`config.mk`:
```
export PLATFORM = sky130hd
export DESIGN_NAME = sync_fifo_pa
export DESIGN_NICKNAME = d
export VERILOG_FILES = /design/src/rtl/fifo_pkg.sv /design/src/rtl/sfifo_ram.sv /design/src/rtl/sync_fifo_pa.sv
export SDC_FILE = /design/constraint.sdc
export NUM_CORES = 1
export LEC_CHECK = 0
export CORE_AREA = 2 2 115 117
export CTS_BUF_LIST = sky130_fd_sc_hd__clkbuf_16
export CTS_CLUSTER_DIAMETER = 50
export DETAILED_ROUTE_END_ITERATION = 12
export DIE_AREA = 0 0 117 119
export GPL_TIMING_DRIVEN = 1
export PLACE_DENSITY = 0.67
export SYNTH_ARGS = -nofsm -noshare
export SYNTH_HDL_FRONTEND = slang
export SYNTH_SLANG_ARGS = --single-unit
```
`constraint.sdc`:
```
create_clock -name clk -period 3.87 [get_ports clk]
set_input_delay 0.9675 -clock clk [delete_from_list [all_inputs] [get_ports clk]]
set_output_delay 0.9675 -clock clk [all_outputs]
set_load 0.02 [all_outputs]
```
`src/rtl/fifo_pkg.sv`:
```
// fifo_pkg: shared helpers and mode constants for the single-clock FIFO family.
package fifo_pkg;
    localparam int MODE_STD  = 0;
    localparam int MODE_FWFT = 1;

    function automatic int fifo_cw(input int depth);
        return $clog2(depth + 1);
    endfunction

    // Pointers wrap at the last valid index so any depth works, not just powers of two.
    function automatic int ptr_inc(input int ptr, input int depth);
        return (ptr == depth - 1) ? 0 : ptr + 1;
    endfunction
endpackage

```
`src/rtl/sfifo_ram.sv`:
```
// sfifo_ram: simple dual-port storage with synchronous write and enabled registered read.
module sfifo_ram #(
    parameter int DSIZE = 8,
    parameter int DEPTH = 16,
    localparam int AW = (DEPTH > 1) ? $clog2(DEPTH) : 1
) (
    input  logic             clk,
    input  logic             rst,
    input  logic             we,
    input  logic [AW-1:0]    waddr,
    input  logic [DSIZE-1:0] wdata,
    input  logic             re,
    input  logic [AW-1:0]    raddr,
    output logic [DSIZE-1:0] rdata
);
    logic [DSIZE-1:0] mem [DEPTH];

    // Same-address read and write returns the old word.
    always_ff @(posedge clk) begin
        if (we) mem[waddr] <= wdata;
        if (rst) rdata <= '0;
        else if (re) rdata <= mem[raddr];
    end
endmodule

```
`src/rtl/sync_fifo_pa.sv`:
```
// sync_fifo_pa: single-clock FIFO with arbitrary depth, registered occupancy flags,
// sticky error flags and an optional first-word-fall-through output stage.
module sync_fifo_pa
    import fifo_pkg::*;
#(
    parameter int DSIZE    = 8,
    parameter int DEPTH    = 16,
    parameter int FWFT     = MODE_STD,
    parameter int AF_LEVEL = DEPTH - 2,
    parameter int AE_LEVEL = 2,
    localparam int CW = fifo_cw(DEPTH)
) (
    input  logic             clk,
    input  logic             rst,
    input  logic [DSIZE-1:0] wdata,
    input  logic             winc,
    output logic             wfull,
    output logic             walmost_full,
    input  logic             rinc,
    output logic [DSIZE-1:0] rdata,
    output logic             rempty,
    output logic             ralmost_empty,
    output logic [CW-1:0]    count,
    output logic             overflow,
    output logic             underflow,
    input  logic             clr_err
);
    // In FWFT mode one word lives in the output register, so memory holds one fewer.
    localparam int MD = (FWFT == MODE_FWFT) ? DEPTH - 1 : DEPTH;
    localparam int AW = (MD > 1) ? $clog2(MD) : 1;

    if (DEPTH < 2) begin : g_bad_depth
        $error("sync_fifo_pa: DEPTH must be >= 2");
    end
    if (AF_LEVEL < 1 || AF_LEVEL > DEPTH) begin : g_bad_af
        $error("sync_fifo_pa: AF_LEVEL must be within 1..DEPTH");
    end
    if (AE_LEVEL < 0 || AE_LEVEL > DEPTH - 1) begin : g_bad_ae
        $error("sync_fifo_pa: AE_LEVEL must be within 0..DEPTH-1");
    end

    logic [AW-1:0] wptr, rptr;
    logic [CW-1:0] count_nxt;
    logic          out_valid, out_valid_nxt, wr_ok, rd_ok, load, mem_re;

    // Memory words = count - out_valid; refill the output stage when it empties or is popped.
    always_comb begin
        wr_ok         = winc && !wfull;
        rd_ok         = rinc && !rempty;
        load          = (FWFT == MODE_FWFT) && (count > CW'(out_valid)) && (!out_valid || rd_ok);
        out_valid_nxt = load || (out_valid && !rd_ok);
        mem_re        = (FWFT == MODE_FWFT) ? load : rd_ok;
        count_nxt     = count + CW'(wr_ok) - CW'(rd_ok);
    end

    always_ff @(posedge clk) begin
        if (rst) begin
            wptr          <= '0;
            rptr          <= '0;
            count         <= '0;
            out_valid     <= 1'b0;
            wfull         <= 1'b0;
            walmost_full  <= 1'b0;
            rempty        <= 1'b1;
            ralmost_empty <= 1'b1;
            overflow      <= 1'b0;
            underflow     <= 1'b0;
        end else begin
            if (wr_ok) wptr <= AW'(ptr_inc(int'(wptr), MD));
            if (mem_re) rptr <= AW'(ptr_inc(int'(rptr), MD));
            count         <= count_nxt;
            out_valid     <= out_valid_nxt;
            wfull         <= count_nxt == CW'(DEPTH);
            walmost_full  <= count_nxt >= CW'(AF_LEVEL);
            rempty        <= (FWFT == MODE_FWFT) ? !out_valid_nxt : count_nxt == '0;
            ralmost_empty <= count_nxt <= CW'(AE_LEVEL);
            overflow      <= (winc && wfull) || (overflow && !clr_err);
            underflow     <= (rinc && rempty) || (underflow && !clr_err);
        end
    end

    sfifo_ram #(.DSIZE(DSIZE), .DEPTH(MD)) u_ram (
        .clk   (clk),
        .rst   (rst),
        .we    (wr_ok),
        .waddr (wptr),
        .wdata (wdata),
        .re    (mem_re),
        .raddr (rptr),
        .rdata (rdata)
    );
endmodule

```
==> results of run 1 <==
## critical path, delay by kind of cell
kind | cells | cell delay (ns)
fa+ha+maj | 3 | 0.88
xor+xnor | 1 | 0.18
simple gates | 1 | 0.17
buf+inv | 3 | 0.60
compound gates | 3 | 0.62
## cell usage after synthesis, drive strengths merged
master  count  area [um2]
fa          1        20.0
nand2b      5        31.3
a21o        2        15.0
clkbuf      5        18.8
a311oi      2        17.5
a221o       7        70.1
nor4bb      1        10.0
mux2       30         338
nand2      18        67.6
o22ai       8        50.1
mux4       18         435
buf        11        80.1
dfxtp      27         541
inv        10        37.5
a21oi      10        50.1
or3         1        6.26
nor2       23        86.3
edfxtp    128        3840
a211oi      8        60.1
nand4b      2        17.5
nor2b      10        62.6
xnor2       2        17.5
ha         10         125
nor3       12        60.1
a22oi       3        22.5
o21ai       9        45.0
xor2        4        35.0
a41o        2        20.0
or4         1        7.51
or2         1        6.26
## stage by stage
stage	power [mW]	cells	util	cell area (um2)	hold slack (ns)
2_1_floorplan	2.57	371	-	6200	0.481
3_3_place_gp	2.83	579	0.525	6760	0.481
3_5_place_dp	2.86	579	0.525	6760	0.478
4_1_cts	4.43	611	0.569	7320	0.491
5_1_grt	4.60	611	0.569	7320	0.516
6_report	4.41	611	0.569	7320	0.492
## area by class of cell
type | count | area [um2]
clock buffers | 17 | 425
clock inverters | 15 | 139
fillers | 993 | 5550
inverters | 10 | 37.5
multi-input cells | 190 | 1680
flip-flops and latches | 155 | 4390
well taps | 176 | 220
repair buffers | 48 | 438
## layout by cell type (no fill, tap or decap)
| cell | n |
|---|---|
| mux4_1 | 8 |
| o22ai_1 | 8 |
| a311oi_1 | 2 |
| fa_1 | 1 |
| clkbuf_16 | 17 |
| a22oi_1 | 3 |
| xor2_1 | 4 |
| or4_1 | 1 |
| a41o_1 | 2 |
| nor4bb_1 | 1 |
| or2_2 | 1 |
| inv_1 | 12 |
| mux2_2 | 30 |
| mux4_2 | 10 |
| nand2b_1 | 5 |
| nand4b_1 | 2 |
| dfxtp_2 | 1 |
| clkinv_1 | 7 |
| dfxtp_1 | 26 |
| buf_4 | 17 |
| a21o_1 | 2 |
| a221o_1 | 7 |
| or3_1 | 1 |
| clkinv_2 | 3 |
| o21ai_0 | 9 |
| nor2_1 | 23 |
| edfxtp_1 | 128 |
| a21oi_1 | 10 |
| bufinv_16 | 3 |
| ha_1 | 10 |
| nor2b_1 | 10 |
| clkdlybuf4s50_1 | 31 |
| xnor2_1 | 2 |
| nand2_1 | 18 |
| a211oi_1 | 8 |
| nor3_1 | 12 |
## power by group
group	leakage (nW)	switching, mW	internal (mW)	total [mW]
logic	0.773	0.451	0.383	0.834
registers	1.38	0.0754	1.91	1.99
clock network	0.285	0.604	0.987	1.59
## sequential cells by signal, summed over array words and instances (netlist names)
register,cells
overflow,1
walmost_full,1
u_ram.rdata,8
u_ram.mem,128
rempty,1
count,5
underflow,1
wfull,1
rptr,4
wptr,4
ralmost_empty,1
## routing by layer
metal  part of all wire  vias to the layer above  global-route usage
met5                  0                        -                   0
met4              0.011                        0              0.0632
met3              0.051                       12              0.0590
met2               0.49                      113               0.294
met1               0.45                     1670               0.259
li1                   -                     1554                   -
## logic make-up (layout without fill, tap and decap cells)
family                   after synthesis  count (layout)  synth area share
AND/OR/NAND/NOR                       74              74            0.0573
adder cells (fa/ha/maj)               11              11            0.0234
buffers and inverters                 26              90            0.0220
XOR/XNOR                               6               6           0.00848
AO/OA/AOI/OAI                         51              51            0.0565
flip-flops                           155             155             0.707
multiplexers                          48              48             0.125
## worst max path at each step
stage | end | from | slack [ns] | depth (start not counted)
finish | ralmost_empty | rinc | 0.76 | 11
global route | ralmost_empty | winc | 0.61 | 11
CTS | ralmost_empty | winc | 0.77 | 11
detailed placement | ralmost_empty | winc | 0.34 | 11
global placement | rempty | winc | 0.40 | 11
floorplan | rempty | winc | 0.76 | 10
==> summary.txt, run 1 <==
Floorplanning
  – Die area: 13900 um2
  – # rows: 42
  – Starting density of the core: 0.481
  – Core area: 12900 um2
  – IO Pins: 32
  – Die width: 117 um
  – Die Y: 119 um

Setup path
  – Worst-path fanout max: 5
  – Setup crit end kind: flip-flop
  – WP data required: 4.18 ns
  – Worst Setup Start Kind: input port
  – Critical path arrival: 3.42 ns
  – Reg-to-reg startpoint: rempty
  – R2r setup slk: 1.31 ns
  – Reg2reg end: ralmost_empty
  – Critical path type: input port to flip-flop
  – R2R cell count: 10
  – Critical path's slowest cell: clkdlybuf4s50_1
  – Slowest stage delay, CP: 0.44 ns
  – Crit-path cells: clkdlybuf4s50_1 > nand2b_1 > inv_1 > ha_1 > inv_1 > ha_1 > fa_1 > a21o_1 > a21oi_1 > xnor2_1 > a41o_1

Logic synthesis
  – Mapped Avg Cell Area: 16.7 um2
  – Netlist Area Pre-Place: 6200 um2
  – Sequential cell area fraction in the yosys report: 0.707
  – Post-Syn Instances: 371
  – Register bit total from synthesis: 155
  – Library cells used by synthesis: 35
  – Syn Nets: 395
  – Warnings from Yosys: 0

Routing
  – Via count: 3349
  – Routed vias/inst: 5.48
  – WL/cell: 19.6 um
  – Antenna Nets Post-Route: 0
  – Drt total wl: 12.0 mm
  – Router iterations before antenna repair: 5
  – Initial DRC Count: 165
  – Post-route DRC: 0

Power and ir drop
  – Leakage power: 2.44 nW
  – VDD IR-drop max: 0.510 mV
  – Power density cells: 603 nW/um2

Clock network
  – Worst-skew pair later-pin latency: 0.42 ns
  – CTS buffer count: 17
  – Reg clk slew, reported paths: 0.06 ns
  – Max Buffers Root-to-Sink: 2
  – Setup bufs post-CTS: 0
  – CTS tree: built
  – CTS H-Tree Depth: 4
  – Hold buffer count at cts: 0
  – Root Buffer: clkbuf_16
  – Post-CTS Resized: 0
  – Sink Count: 155

Global routing
  – GRT overflow: 0
  – Initial antenna violation count: 0
  – Number of global-route vias before repair: 3381
  – Total track usage: 0.191
  – First-pass GRT wire length: 18.9 mm
  – Maximum number of pins on one net before global-route repair: 44

Placement
  – Routability cong.: 0.746
  – IO Port Bufs: 31
  – DP HPWL: 7.51 mm
  – Worst slack at placement: 0.338 ns

Final layout
  – Layout cell share with drive strength beyond 1: 0.189
  – Nets: 446
  – Area Overhead vs Synth: 18.2%
  – Antenna cell count: 0

STA
  – Setup TNS: 0 ns
  – Fin. Hold Viols: 0
  – Worst-margin pin slew: 1.07 ns
  – Relative slew margins: 0.280
  – Fin crit share: 0.803
  – Skew final: 0.00742 ns
  – Final setup viols: 0
  – RSZ-0062 raised after global routing: false
  – Slew Viols, Final: 0
  – Setup WS post-layout: 0.762 ns
  – FMAX: 322 MHz
  – Minimum clock period: 3.11 ns

Worst hold path
  – HP Class: flip-flop to flip-flop
  – Worst Hold End: u_ram.rdata[3]
  – Hold wc startpoint: u_ram.rdata[3]
  – Hold path depth: 1

Outcome
  – Status: finished clean

Run
  – Max-cap violation count: 0
Note: power is estimated with default switching activity, not from simulation.
==> run 2: changes to the inputs <==
PLACE_DENSITY = 0.7   (was 0.67)
clock period = 2.6 ns   (was 3.87 ns; I/O delays follow)
==> summary.txt, run 2 (same netlist as run 1, synthesis figures left out) <==
Floorplanning
  – Starting density of the core: 0.481 (unchanged)
  – Die width: 117 um (unchanged)
  – Die Y: 119 um (unchanged)
  – Core area: 12900 um2 (unchanged)
  – # rows: 42 (unchanged)
  – IO Pins: 32 (unchanged)
  – Die area: 13900 um2 (unchanged)

STA
  – Relative slew margins: 0.527 (was 0.280)
  – FMAX: 401 MHz
  – Setup WS post-layout: 0.109 ns (was 0.762 ns)
  – Fin crit share: 0.958
  – Fin. Hold Viols: 0 (unchanged)
  – Slew Viols, Final: 0 (unchanged)
  – Worst-margin pin slew: 0.707 ns (was 1.07 ns)
  – RSZ-0062 raised after global routing: false (unchanged)
  – Final setup viols: 0 (unchanged)
  – Minimum clock period: 2.49 ns
  – Setup TNS: 0 ns (unchanged)
  – Skew final: 0.00493 ns (was 0.00742 ns)

Routing
  – Antenna Nets Post-Route: 0 (unchanged)
  – WL/cell: 19.8 um (was 19.6 um)
  – Router iterations before antenna repair: 4 (was 5)
  – Via count: 3376 (was 3349)
  – Initial DRC Count: 294 (was 165)
  – Post-route DRC: 0 (unchanged)
  – Routed vias/inst: 5.37 (was 5.48)
  – Drt total wl: 12.5 mm (was 12.0 mm)

Setup path
  – Setup crit end kind: flip-flop (unchanged)
  – Slowest stage delay, CP: 0.42 ns (was 0.44 ns)
  – Worst Setup Start Kind: input port (unchanged)
  – Crit path max-delay family: adder cells (unchanged)
  – WP data required: 2.90 ns (was 4.18 ns)
  – Count of buffer and inverter cells on the critical path: 3 (unchanged)
  – Critical path type: input port to flip-flop (unchanged)
  – Critical path's slowest cell: clkdlybuf4s50_1 (unchanged)
  – Cell mode on critical path: inv_1
  – Crit-path cells: clkdlybuf4s50_1 > nand2b_1 > inv_1 > ha_1 > inv_1 > ha_2 > fa_2 > a21o_1 > a21oi_2 > xnor2_2 > a41o_1 (was clkdlybuf4s50_1 > nand2b_1 > inv_1 > ha_1 > inv_1 > ha_1 > fa_1 > a21o_1 > a21oi_1 > xnor2_1 > a41o_1)
  – Critical path arrival: 2.79 ns (was 3.42 ns)
  – Worst-path fanout max: 5 (unchanged)

Placement
  – Routability cong.: 0.749 (was 0.746)
  – IO Port Bufs: 31 (unchanged)
  – Worst slack at placement: -0.512 ns (was 0.338 ns)
  – DP HPWL: 8.09 mm (was 7.51 mm)

Clock network
  – Reg clk slew, reported paths: 0.06 ns (about the same)
  – Root Buffer: clkbuf_16 (unchanged)
  – Max Buffers Root-to-Sink: 2 (unchanged)
  – CTS H-Tree Depth: 4 (unchanged)
  – CTS tree: built (unchanged)
  – Worst-skew pair later-pin latency: 0.41 ns (was 0.42 ns)
  – Hold buffer count at cts: 0 (unchanged)
  – CTS buffer count: 17 (unchanged)
  – Sink Count: 155 (unchanged)

Final layout
  – Antenna cell count: 0 (unchanged)
  – Leading cell types in the layout, fill and taps excluded: 128 x edfxtp_1, 33 x buf_4, 30 x mux2_2, 30 x clkdlybuf4s50_1, 26 x dfxtp_1 (was 128 x edfxtp_1, 31 x clkdlybuf4s50_1, 30 x mux2_2, 26 x dfxtp_1, 23 x nor2_1)
  – Layout cell share with drive strength beyond 1: 0.241 (was 0.189)
  – Nets: 464 (was 446)
  – Area of the multi-input gates: 1720 um2 (was 1680 um2)
  – Commonest non-fill, non-tap cell in the layout: edfxtp_1 (unchanged)
  – Fill count: 949 (was 993)
  – Final Util: 0.586 (was 0.569)
  – Area Overhead vs Synth: 21.7% (was 18.2%)
  – Register Area: 4390 um2 (unchanged)
  – Max FFs per register: 128 (unchanged)
  – Largest regs: u_ram.mem: 128 flops, u_ram.rdata: 8 flops, count: 5 flops (unchanged)
  – Largest Register: u_ram.mem (unchanged)

Power and ir drop
  – Clock Power Share: 0.347 (was 0.361)
  – Internal Power: 5.04 mW (was 3.28 mW)
  – Sw Ratio: 0.260 (was 0.256)
  – Logic pwr share: 0.220 (was 0.189)
  – Leakage power: 2.58 nW (was 2.44 nW)
  – VDD IR-drop max: 0.817 mV (was 0.510 mV)
  – Switching Power: 1.77 mW (was 1.13 mW)
  – Power density cells: 903 nW/um2 (was 603 nW/um2)
  – Power share of the sequential group: 0.433 (was 0.450)

Global routing
  – Number of global-route vias before repair: 3541 (was 3381)
  – Total track usage: 0.196 (was 0.191)
  – Initial antenna violation count: 0 (unchanged)
  – First-pass GRT wire length: 19.7 mm (was 18.9 mm)
  – GRT overflow: 0 (unchanged)
  – Maximum number of pins on one net before global-route repair: 24 (was 44)

Outcome
  – Status: finished clean (unchanged)

Run
  – Max-cap violation count: 0 (unchanged)

Worst hold path
  – HP Class: flip-flop to flip-flop (unchanged)
## run 2: cell types whose count changed in the layout (fill, tap and decap cells not counted), moves of 2 or more
cell       delta
inv_1         +2
clkinv_1      -5
xnor2_1       -2
buf_4        +16
buf_12        +2
bufinv_16     -2
clkinv_2      +2
clkbuf_16     +3
## run 2: final cells by class
class	count	share of cell area
Sequential cell	155	0.582
Multi-Input combinational cell	190	0.228
Timing Repair Buffer	66	0.0796
Clock buffer	20	0.0664
Tap cell	176	0.0292
Clock inverter	12	0.0103
Inverter	10	0.00498
## run 2: power by group through the flow
stage / logic [mW] / clock network (mW) / registers (mW)
after floorplan: 0.764 / 0 / 3.07
after global routing: 1.62 / 2.49 / 2.97
final: 1.50 / 2.36 / 2.95
after detailed placement: 1.33 / 0 / 3.00
after CTS: 1.42 / 2.39 / 2.95
after global placement: 1.29 / 0 / 3.00
## run 2: path summary, 6_finish.rpt
kind | endpoint | slack, ns | depth (start not counted) | startpoint
setup / recovery | ralmost_empty | 0.11 | 11 | rinc
setup reg to reg | ralmost_empty | 0.31 | 10 | rempty
hold / removal | u_ram.rdata[5] | 0.49 | 1 | u_ram.rdata[5]
hold reg to reg | u_ram.rdata[5] | 0.49 | 1 | u_ram.rdata[5]
## run 2: repair_timing
item                       CTS  global route
hold endpoints to repair     0             0
resized for setup            5             2
buffers inserted             1             1
pin swaps                    5             6
setup endpoints to repair    4             4
## run 2: layer usage
layer	part of all wire	up-vias	track usage
met1	0.46	1697	0.268
met5	0	-	0
met2	0.49	74	0.308
met3	0.040	13	0.0448
met4	0.012	0	0.0699
li1	-	1592	-
## run 2: stage by stage
stage | area [um2] | instances | power [mW] | hold WS [ns]
after global routing | 7540 | 629 | 7.08 | 0.504
after detailed placement | 6910 | 595 | 4.33 | 0.476
final | 7540 | 629 | 6.81 | 0.491
after floorplan | 6200 | 371 | 3.83 | 0.481
after global placement | 6910 | 595 | 4.28 | 0.476
after CTS | 7520 | 628 | 6.76 | 0.489
## run 2: worst register-to-register path: stages (launching register included)
cell and delay [ns]:
dfxtp_1 0.40, nand2b_1 0.16, inv_1 0.07, ha_1 0.27
inv_1 0.04, ha_2 0.17, fa_2 0.35, a21o_1 0.18
a21oi_2 0.18, xnor2_2 0.12, a41o_1 0.25
